--- src/rtl/rv_rrsel.sv ---
// rtl/rv_rrsel.sv - registered round-robin/fixed priority selector with valid/ready output.
// Define RV_RRSEL_GNT_EN to add the registered one-hot grant port dout_gnt.
module rv_rrsel #(
  parameter int q_num_entries_g = 16,
  parameter int q_dat_width_g   = 7,
  parameter int q_idx_width_g   = 4
) (
  input  logic                                       clk,
  input  logic                                       rst,
  input  logic                                       rr_mode,
  input  logic [q_num_entries_g-1:0]                 cond,
  input  logic [q_dat_width_g*q_num_entries_g-1:0]   din,
  input  logic                                       dout_ready,
  output logic                                       dout_val,
  output logic [q_dat_width_g-1:0]                   dout,
  output logic [q_idx_width_g-1:0]                   dout_idx
`ifdef RV_RRSEL_GNT_EN
  ,
  output logic [q_num_entries_g-1:0]                 dout_gnt
`endif
);

  localparam int N  = q_num_entries_g;
  localparam int W  = q_dat_width_g;
  localparam int IW = q_idx_width_g;
  localparam int P  = 1 << IW;

  typedef struct packed {
    logic          hit;
    logic [IW-1:0] idx;
  } sel_t;

  // Highest-index-wins reduction over a power-of-two padded vector, log2(P) levels deep.
  function automatic sel_t hi_sel(input logic [N-1:0] v);
    logic [P-1:0]  hit;
    logic [IW-1:0] idx [P];
    sel_t          res;
    hit        = '0;
    hit[N-1:0] = v;
    for (int j = 0; j < P; j++) idx[j] = IW'(j);
    for (int s = 1; s < P; s = s * 2) begin
      for (int j = 0; j + s < P; j = j + 2 * s) begin
        if (hit[j+s]) begin
          hit[j] = 1'b1;
          idx[j] = idx[j+s];
        end
      end
    end
    res.hit = hit[0];
    res.idx = idx[0];
    return res;
  endfunction

  logic [IW-1:0] ptr;
  logic [N-1:0]  below_ptr;
  sel_t          sel_all;
  sel_t          sel_msk;
  sel_t          win;
  logic          load;

  always_comb begin
    below_ptr = '0;
    for (int i = 0; i < N; i++) below_ptr[i] = (i < int'(ptr));
  end

  // Entries below the last winner go first; otherwise fall back to the whole vector.
  assign sel_all = hi_sel(cond);
  assign sel_msk = hi_sel(cond & below_ptr);
  assign win     = (rr_mode && sel_msk.hit) ? sel_msk : sel_all;
  assign load    = ~dout_val | dout_ready;

  always_ff @(posedge clk) begin
    if (rst) begin
      dout_val <= 1'b0;
      dout     <= '0;
      dout_idx <= '0;
      ptr      <= '0;
    end else if (load) begin
      if (win.hit) begin
        dout_val <= 1'b1;
        dout     <= din[int'(win.idx)*W +: W];
        dout_idx <= win.idx;
        ptr      <= rr_mode ? win.idx : '0;
      end else begin
        dout_val <= 1'b0;
        dout     <= '0;
        dout_idx <= '0;
      end
    end
  end

`ifdef RV_RRSEL_GNT_EN
  logic [N-1:0] gnt_next;

  always_comb begin
    gnt_next = '0;
    if (win.hit) gnt_next[win.idx] = 1'b1;
  end

  always_ff @(posedge clk) begin
    if (rst)       dout_gnt <= '0;
    else if (load) dout_gnt <= gnt_next;
  end
`else
  // Grant vector not built; index reporting only.
`endif

endmodule

--- config.mk ---
export PLATFORM = sky130hd
export DESIGN_NAME = rv_rrsel
export DESIGN_NICKNAME = d
export VERILOG_FILES = /design/src/rtl/rv_rrsel.sv
export SDC_FILE = /design/constraint.sdc
export NUM_CORES = 1
export LEC_CHECK = 0
export CORE_ASPECT_RATIO = 1.25
export CORE_MARGIN = 4
export CORE_UTILIZATION = 36
export CTS_BUF_LIST = sky130_fd_sc_hd__clkbuf_16
export DETAILED_ROUTE_END_ITERATION = 16
export PLACE_DENSITY_LB_ADDON = 0.12
export RECOVER_POWER = 50
export SLEW_MARGIN = 30
export SYNTH_ARGS = -nofsm -noshare
export SYNTH_HDL_FRONTEND = slang
export SYNTH_SLANG_ARGS = --single-unit
--- constraint.sdc ---
create_clock -name clk -period 4.1 [get_ports clk]
set_input_delay 0.615 -clock clk [delete_from_list [all_inputs] [get_ports clk]]
set_output_delay 0.615 -clock clk [all_outputs]
set_load 0.005 [all_outputs]
## After elaboration in Yosys (flattened, before gate mapping)

Cells that the tools add are included.

| storage, ports and cells | value |
|---|---|
| input bits | 132 |
| logic and storage cells | 91 |
| bits in registers | 16 |

| operators by class | value |
|---|---|
| shift operators | 1 |
| magnitude comparators | 15 |
| bitwise operators | 3 |
| $mul | 1 |
| mux-type cells | 65 |
| reduce and logical (&&, ||, !) cells | 2 |

Operators by type and width:

| operator | number |
|---|---|
| $shiftx A112 B8 Y7 | 1 |
| $mux W4 | 16 |
| $mux W1 | 47 |
| $lt A4 B4 Y1 const A | 7 |
| $and A16 B15 Y16 | 1 |
| $lt A3 B4 Y1 const A | 4 |
| $lt A1 B4 Y1 const A | 2 |
| $lt A2 B4 Y1 const A | 2 |
| $mul A4 B3 Y7 const B | 1 |
| $mux W7 | 1 |
| $mux W5 | 1 |
| $reduce_and A2 Y1 | 1 |
| $logic_and A1 B1 Y1 | 1 |
| $not A1 Y1 | 1 |
| $or A1 B1 Y1 | 1 |

## Logic depth before layout (Yosys ltp)

| depth | value |
|---|---|
| depth after elaboration | 11 |
| depth in mapped cells | 12 |
| gate-level depth less buffers | 9 |

## Worst setup path after synthesis

Ideal clock, no wire load.

| path | value |
|---|---|
| path kind | input-to-reg |
| start point | input cond[2] |
| end point | register dout[2] |
| buffers on the path | 1 |
| arrival | 3158 ps |
| setup time | 122 ps |
| slack | 819 ps |
| required time | 3978 ps |
| cell stages on the path | 10 |
| path through | a311o_1 > a221o_1 > o41ai_4 > nor3_1 > nor2_1 > buf_6 > mux4_2 > mux2_2 > a22oi_1 > o21ai_1 |

| between the ends | value |
|---|---|
| longest elaborated chain between the ends | 10 |
| elaborated cells between the ends (all ways) | 20 |
| those cells by class | mul (1); shift (1); mux (16); bitwise (1); reduce/logical (1) |

Ends and longest elaborated chain:

| element | line | source |
|---|---|---|
| start: declaration | 11 | `input logic [q_num_entries_g-1:0] cond,` |
| $and A16 B15 Y16 | 68 | `assign sel_msk = hi_sel(cond & below_ptr);` |
| $mux W1 (4 in series) | 43 | `if (hit[j+s]) begin` |
| $logic_and A1 B1 Y1 | 69 | `assign win = (rr_mode && sel_msk.hit) ? sel_msk : sel_all;` |
| $mux W5 * | 69 |  |
| $mul A4 B3 Y7 | 81 | `dout <= din[int'(win.idx)*W +: W];` |
| $shiftx A112 B8 Y7 | 81 |  |
| $mux W7 * | 79 | `if (win.hit) begin` |
| end signal: assignment | 81 |  |
| end: declaration | 15 | `output logic [q_dat_width_g-1:0] dout,` |

Every way passes the cells marked *; elsewhere a longest branch is shown, timed or not.
A chain may end at the register's enable or synchronous reset.

## Final worst setup path

Same ends and word-level chain as after synthesis.

==> summary.md <==
| Metric | Value |
|---|---|
| Status | finished clean |
| Antenna violations before repair | 0 |
| Adder-cell share of the synthesized area | 0% |
| Reg2Reg Setup Slack | about 0.70 ns |
| # diodes | 0 |
| Hold path startpoint | dout_idx[1] |
| Clk sink count | 16 |
| Clock skew | about 0.0054 ns |
| CTS root buf | clkbuf_16 |
| Layout cell share with drive strength beyond 1 | between 10 and 15% |
| Cell taking the most area after synthesis | dfxtp_1 |
| Fin crit share | just over 90% |
| Post-synth top flop | dfxtp_1 |
| Max Clock Freq | about 0.26 GHz |
| Gpl congestion | 0.926 |
| R2R cell count | 10 |
| Multiplexer area fraction after synthesis | 18.7% |
| Post-Route WL | approximately 8.8 mm |
| First-pass GRT wire length | about 14 mm |
| Final Hold Fails | 0 |
| Setup Buffers After CTS | 0 |
| Maximum Capacitance Violations | 0 |
| Residual DRC count | 0 |
| Final slew viol count | 0 |
| Power share of the sequential group | 20.9% |
| Final Net Count | ~550 |
| Routed wire length per instance | roughly 18 um |
| Post-Synth Simple-Gate Area | between 20% and 30% |
| FF-to-FF Start | ptr[1] |
| Lkg Pwr | between 1 and 1.5 nW |
| Count of hold-fix buffers inserted at cts | 0 |
| Count leader, synth | nor2_1 |
| DRC violation total after the first TritonRoute iteration | 105 |
| Chip height | ~94 um |
| Port bufs | 143 |
| RSZ-0062 raised after global routing | false |
| RR Endpoint | dout[2] |
| Worst-margin pin slew | 0.664 ns |
| Post-CTS Resized | 0 |
| Async SR Flop Fraction | 0% |
| Mapped Avg Cell Area | approximately 7.8 um2 |
| Synth top area cells | dfxtp_1, mux4_2, nand3_1 |
| Post-DR vias/cell | a little over 6 |
| Post-synthesis register bit count | 16 |
| Pint | between 0.6 and 0.7 mW |
| Final-report setup violation count | 0 |
| Skew-Pair Late Insertion Delay | about 0.25 ns |
| Min-Delay Endpoint | dout_idx[1] |
| EDFF count, synth | 0 |
| Core Area | 0.00578 mm2 |
| Grt ovf | 0 |
| Worst Setup End Kind | flip-flop |
| Critical path fanouts, max | 7 |
| CTS Buffer Depth | 2 |
| Startpoint Class | input port |
| Post-route ant nets | 0 |
| GRT Overall Usage | roughly a quarter |
| Via count | 2910 |
| Power share of the combinational group | between 50% and 60% |
| Sw frac | around a third |
| Minimum clock period | between 3 and 4 ns |
| Yosys cell types | 52 |
| Std cell rows | 31 |
| CTS clock-pin slew for the worst setup and hold paths | ~0.050 ns |
| Initial Utilization | a little under two fifths |
| H-tree depth | 1 |
| Hold Path Cell Cnt | 2 |
| Worst path required time | roughly 4.2 ns |
| Largest net degree at the start of global routing | 25 |
| Total die area | 0.00720 mm2 |
| Area delta synth->final | 76.4% |
| Cell area power density | ~260 mW/mm2 |
| TritonCTS clock tree | built |
| Commonest cells in the netlist | nor2_1, nand3_1, o21ai_0 |
| Post-Synth XOR/XNOR Area | 0% |
| Vias in the first global route | 3000 |
| Clock network power share | 19.9% |
| Die X | approximately 77 um |
| CTS Buf Count | 3 |
| Compound-Gate Fraction of Synth Area | a little under two fifths |
| Power consumption | 0.976 mW |
| Slew headroom | 55.4% |
| Top Ports | roughly 140 |
| Largest family of logic cells by synthesized area | compound AO/OA/AOI/OAI gates |
| NetSw | around 0.34 mW |
| Register area share after synthesis | roughly 15% |
| Post-Syn Instances | roughly 270 |
| Yosys top cell area share | between 10% and 20% |
| Worst hold path class | reg2reg |
| Crit path kind | in2reg |
| Yosys warns | 0 |
| Mapped cell area | approximately 0.0021 mm2 |
| Setup TNS | 0 ns |
| Worst vdd ir | between 0.00015 and 0.0002 V |
| Dpl hpwl | roughly 7.4 mm |
| Worst path arrival time | about 4.0 ns |
| Syn nets | between 400 and 500 |
| TritonRoute pass-1 iters | 5 |
==> per-stage QoR <==
stage	utilization [%]	area [um2]	worst slack [ns]	hold slack (ns)	cells
after floorplan	-	2120	0.819	0.448	273
after global placement	63.4	3670	0.187	0.442	477
after detailed placement	63.4	3670	0.121	0.457	477
after CTS	64.8	3740	0.359	0.463	481
after global routing	64.8	3740	0.0772	0.490	481
final	64.8	3740	0.274	0.454	481
==> metal layers <==
layer	up-vias	wire (um)	track usage, %
li1	1393	-	-
met1	1337	3160	24.9
met2	162	4680	45.9
met3	18	761	5.57
met4	0	213	6.50
met5	-	0	0
==> worst max-delay path by stage <==
stage / from / to / slack, ns / cells past startpoint
2_1_floorplan: cond[2] / dout[2] / 0.82 / 10
3_3_place_gp: cond[4] / dout[2] / 0.19 / 11
3_5_place_dp: cond[4] / dout[2] / 0.12 / 11
4_1_cts: cond[4] / dout[2] / 0.36 / 11
5_1_grt: cond[2] / dout[6] / 0.08 / 11
6_report: cond[2] / dout[2] / 0.27 / 11
==> sequential cells by signal, indices dropped and copies added, names as in the netlist <==
register,count
ptr,4
dout_val,1
dout_idx,4
dout,7
==> logic make-up after synthesis <==
family / Yosys count
muxes: 23
buffers and inverters: 25
DFF: 16
and+or+nand+nor: 99
AOI/OAI and AO/OA: 110
==> final cells by class <==
cell class                 count  area [um2]
inverter                       7        26.3
tap                           66        82.6
fill                         521        2030
clock buffer                   3        75.1
multi-input combinational    232        1700
clock inverter                 1        3.75
timing repair buffer         156        1540
sequential                    16         320
==> critical path: stages <==
cell,delay [ns]
dlygate4sd3_1,0.59
a311o_1,0.38
a221o_1,0.41
o41ai_4,0.36
nor3_1,0.21
nor2_2,0.16
buf_4,0.18
mux4_2,0.51
mux2_2,0.28
a22oi_1,0.17
o21ai_1,0.08
==> layout by cell type, fill, tap and decap left out, types with 7 or more instances in the layout <==
cell             synthesis  final
clkdlybuf4s50_1          0    129
nor2_1                  25     24
nand3_1                 21     21
o21ai_0                 19     19
nand2_1                 18     18
dfxtp_1                 16     16
a21oi_1                 15     15
dlygate4sd3_1            0     14
nand4_1                 13     13
mux4_2                  13     13
buf_4                    0     12
a211oi_1                 7      7
inv_1                    7      7
a22oi_1                  7      7
a22o_1                   7      7
mux2i_1                  7      7
==> power groups by stage <==
stage	clock network (mW)	logic, mW	registers (mW)
floorplan	0	0.321	0.198
global placement	0	0.579	0.207
detailed placement	0	0.584	0.207
CTS	0.195	0.587	0.204
global route	0.203	0.624	0.208
finish	0.194	0.578	0.204
No activity file was read; power rests on OpenSTA's default activity.
